### src/rtl/dl_skid_buf.sv
// Two-entry valid/ready skid buffer that registers a datapath mux output.
// in_rdy and out_val are direct state-register bits, so no combinational path crosses the stage.
module dl_skid_buf #(
  parameter int NUM_BITS = 1
) (
  input  logic                clk,
  input  logic                rst,
  input  logic                flush,
  input  logic                in_val,
  output logic                in_rdy,
  input  logic [NUM_BITS-1:0] in_data,
  output logic                out_val,
  input  logic                out_rdy,
  output logic [NUM_BITS-1:0] out_data
);

  // Encoding chosen so bit 1 is in_rdy and bit 0 is out_val.
  typedef enum logic [1:0] {
    EMPTY = 2'b10,
    ONE   = 2'b11,
    FULL  = 2'b01
  } state_t;

  state_t state, state_next;
  logic [NUM_BITS-1:0] main_data, skid_data;
  logic push, pop;

  assign push = in_val & state[1];
  assign pop  = out_rdy & state[0];

  always_ff @(posedge clk) begin
    if (rst) state <= EMPTY;
    else     state <= state_next;
  end

  always_comb begin
    state_next = state;
    if (flush) begin
      state_next = EMPTY;
    end else begin
      case (state)
        EMPTY:   if (push) state_next = ONE;
        ONE: begin
          if (push && !pop)      state_next = FULL;
          else if (pop && !push) state_next = EMPTY;
        end
        FULL:    if (pop) state_next = ONE;
        default: state_next = EMPTY;
      endcase
    end
  end

  always_comb begin
    in_rdy   = state[1];
    out_val  = state[0];
    out_data = main_data;
  end

  // Main always holds the oldest word; skid only fills when main is stalled.
  always_ff @(posedge clk) begin
    if (rst) begin
      main_data <= '0;
      skid_data <= '0;
    end else if (!flush) begin
      case (state)
        EMPTY: if (push) main_data <= in_data;
        ONE: begin
          if (push && pop) main_data <= in_data;
          else if (push)   skid_data <= in_data;
        end
        FULL:  if (pop) main_data <= skid_data;
        default: ;
      endcase
    end
  end

endmodule

### config.mk
export PLATFORM = sky130hd
export DESIGN_NAME = dl_skid_buf
export DESIGN_NICKNAME = d
export VERILOG_FILES = /design/src/rtl/dl_skid_buf.sv
export SDC_FILE = /design/constraint.sdc
export NUM_CORES = 1
export LEC_CHECK = 0
export CAP_MARGIN = 20
export CORE_AREA = 2 2 39 41
export DETAILED_ROUTE_END_ITERATION = 8
export DIE_AREA = 0 0 41 43
export PLACE_DENSITY = 0.46
export SYNTH_ARGS = -nofsm -noshare
export SYNTH_HDL_FRONTEND = slang
export SYNTH_SLANG_ARGS = --single-unit
### constraint.sdc
create_clock -name clk -period 3.8 [get_ports clk]
set_clock_uncertainty 0.15 [all_clocks]
set_input_delay 1.14 -clock clk [delete_from_list [all_inputs] [get_ports clk]]
set_output_delay 1.14 -clock clk [all_outputs]
set_load 0.005 [all_outputs]
==> impl_metrics.toml <==
[timing]
setup_viol = 0
worst_pin_slew_ps = 349
tns_ps = 0
rsz0062_at_grt = "false"
maxSlewViolCount = 0
slew_headroom_pct = 76.7
period_minus_slack_ps = 2820
clock.fmax_mhz = 354
hold_viol = 0
finalCritPeriodShare_pct = 74.3

[critical_path]
critPathCaptureType = "flop"
r2r_slack_ps = 1810
worstReg2RegEnd = "out_data"
start_kind = "input port"
r2r_cells = 5
cp.required_ps = 3760
worstSetupPathType = "in -> reg"
critPathMaxFanout = 3
reg2reg_from = "state[1]"
arrival_ps = 2790

[clock_tree]
clk_pin_slew_worst_paths_ps = 30
cts_hold_buffers = 0
clock_latency_ps = 230
clock_path_buffers = 2
cts_made_buffers = 3
cts-root-buf = "clkbuf_4"
cts_tree = "yes"
cts_setup_buffers = 0
clock_sinks = 4
post_cts_resize_count = 0
h-tree-depth = 1

[synth]
syn-cell-area_um2 = 362
synthDistinctLibCells = 21
synth_warnings = 0
synth.avg_cell_area_um2 = 9.27
seq_area_frac_synth_pct = 22.1
syn_inst = 39
ys_ff_latch = 4
synth_fp_nets = 51

[global_route]
grt_max_degree = 9
grt_pass1_vias = 317
grt_first_pass_wirelength_um = 1220
grt_antenna_before_repair = 0
grt-ovfl-total = 0
grt_usage_pct = 10.7

[final_layout]
finalInstanceArea_um2 = 484
nets = 64
area_growth_pct = 33.9
layout-drive-gt1-share_pct = 12.0
antennaDiodeCount = 0

[floorplan]
io_pins = 9
coreArea_um2 = 1380
initial_utilization_pct = 26.1
fp.dieArea_um2 = 1760
fp-row-count = 14
fp.dieW_um = 41
die_y_um = 43

[placed_design]
dpl_cell_area_um2 = 462
routabilityCongestion = 0.709
io_buffers = 8
place_hpwl_um = 609

[route]
routed_wl_um = 720
vias = 304
ant_nets = 0
viasPerCell = 4.61
drc = 0
drt_pre_antenna_iters = 2
first_iter_violations = 1
post_drt_wl_per_cell_um = 10.9

[hold_path]
holdPathStages = 3
worstHoldStart = "skid_data"
hp-class = "reg -> reg"
min_to = "skid_data"

[power]
power_mw = 0.134
p_comb_share_pct = 27.3
pwr-share-clk_pct = 37.4
seqPwrFrac_pct = 35.3
peakVddDrop_mv = 0.128
leakage_nw = 0.211
switching_power_mw = 0.0341
p_per_area_nw_per_um2 = 277
switching_share_pct = 25.4
internal_power_mw = 0.100

[run_status]
status = "finished clean"

[job]
drv_cap = 0
[metal layers]
metal	global-route usage [%]	part of all wire, %
met1	12.8	45
met2	13.8	51
met3	4.19	4.2
met4	10.0	0
met5	0	0
[power groups by stage]
stage	combinational [mW]	clock [mW]	sequential, mW
global route	0.0403	0.0581	0.0477
finish	0.0367	0.0502	0.0474
global placement	0.0364	0	0.0480
floorplan	0.0223	0	0.0475
CTS	0.0375	0.0541	0.0474
detailed placement	0.0373	0	0.0480
[layout by cell type, fill, tap and decap left out]
| cell type | synthesis | routed |
|---|---|---|
| a2111oi_4 | 1 | 1 |
| a211oi_1 | 1 | 1 |
| a21boi_1 | 1 | 1 |
| a21oi_1 | 2 | 2 |
| a221oi_2 | 1 | 1 |
| a31o_1 | 1 | 1 |
| clkbuf_4 | 0 | 3 |
| clkdlybuf4s50_1 | 0 | 8 |
| dfxtp_1 | 4 | 4 |
| ha_1 | 6 | 6 |
| inv_1 | 5 | 5 |
| mux2_1 | 1 | 1 |
| mux2i_1 | 2 | 2 |
| nand2_1 | 2 | 2 |
| nand2_2 | 1 | 1 |
| nand4_1 | 1 | 1 |
| nor2_1 | 2 | 2 |
| nor2b_1 | 3 | 3 |
| nor3_1 | 1 | 1 |
| nor3b_1 | 1 | 1 |
| nor4b_1 | 1 | 1 |
| or2_1 | 1 | 1 |
| or3_1 | 1 | 1 |
[sequential cells by signal (all words and copies together), names as in the netlist]
signal     cells
out_data       1
skid_data      1
state          2
[final cells by class]
cell class | count | area [µm²]
clock buffer | 3 | 22.5
fill | 160 | 900
inverter | 5 | 18.8
multi-input combinational | 30 | 263
sequential | 4 | 80.1
tap | 16 | 20.0
timing repair buffer | 8 | 80.1
[metrics by stage]
stage                     util (%)  hold WS [ps]  instances  worst slack (ps)
after floorplan                  -           363         39              1370
after global placement        33.4           407         63               763
after detailed placement      33.4           404         63               731
after CTS                     35.0           407         66               970
after global routing          35.0           435         66               887
final                         35.0           399         66               977
[synthesized netlist by cell type]
cell	count	share of area, %
a31o_1	1	2.4
a211oi_1	1	2.1
a2111oi_4	1	7.6
or3_1	1	1.7
dfxtp_1	4	22
a221oi_2	1	4.2
ha_1	6	21
nand2_1	2	2.1
a21boi_1	1	2.1
nand2_2	1	1.7
mux2i_1	2	5.5
or2_1	1	1.7
nor2b_1	3	5.2
nor2_1	2	2.1
nand4_1	1	1.7
nor3b_1	1	2.1
nor3_1	1	1.4
nor4b_1	1	2.4
inv_1	5	5.2
a21oi_1	2	2.8
mux2_1	1	3.1
[kinds of logic (layout without fill, tap and decap cells)]
family | count (synthesis) | count (layout) | share of synthesized area [%]
AO/OA/AOI/OAI | 7 | 7 | 21.1
adder cells (fa/ha/maj) | 6 | 6 | 20.8
buffers and inverters | 5 | 16 | 5.19
flip-flops | 4 | 4 | 22.1
multiplexers | 3 | 3 | 8.65
AND/OR/NAND/NOR | 14 | 14 | 22.2
[worst max-delay path by stage]
stage / start / to / slack [ps]
after global placement: in_val / out_data / 760
after floorplan: in_val / out_data / 1370
final: in_val / out_data / 980
after CTS: in_val / out_data / 970
after detailed placement: in_val / out_data / 730
after global routing: in_val / out_data / 890
[worst max-delay path, cell delays in order]
cell and delay, ps:
clkdlybuf4s50_1 510, nand2_2 110, inv_1 100, ha_1 180
nor2b_1 70, a2111oi_4 330, mux2_1 340
No activity file was read; power rests on OpenSTA's default activity.
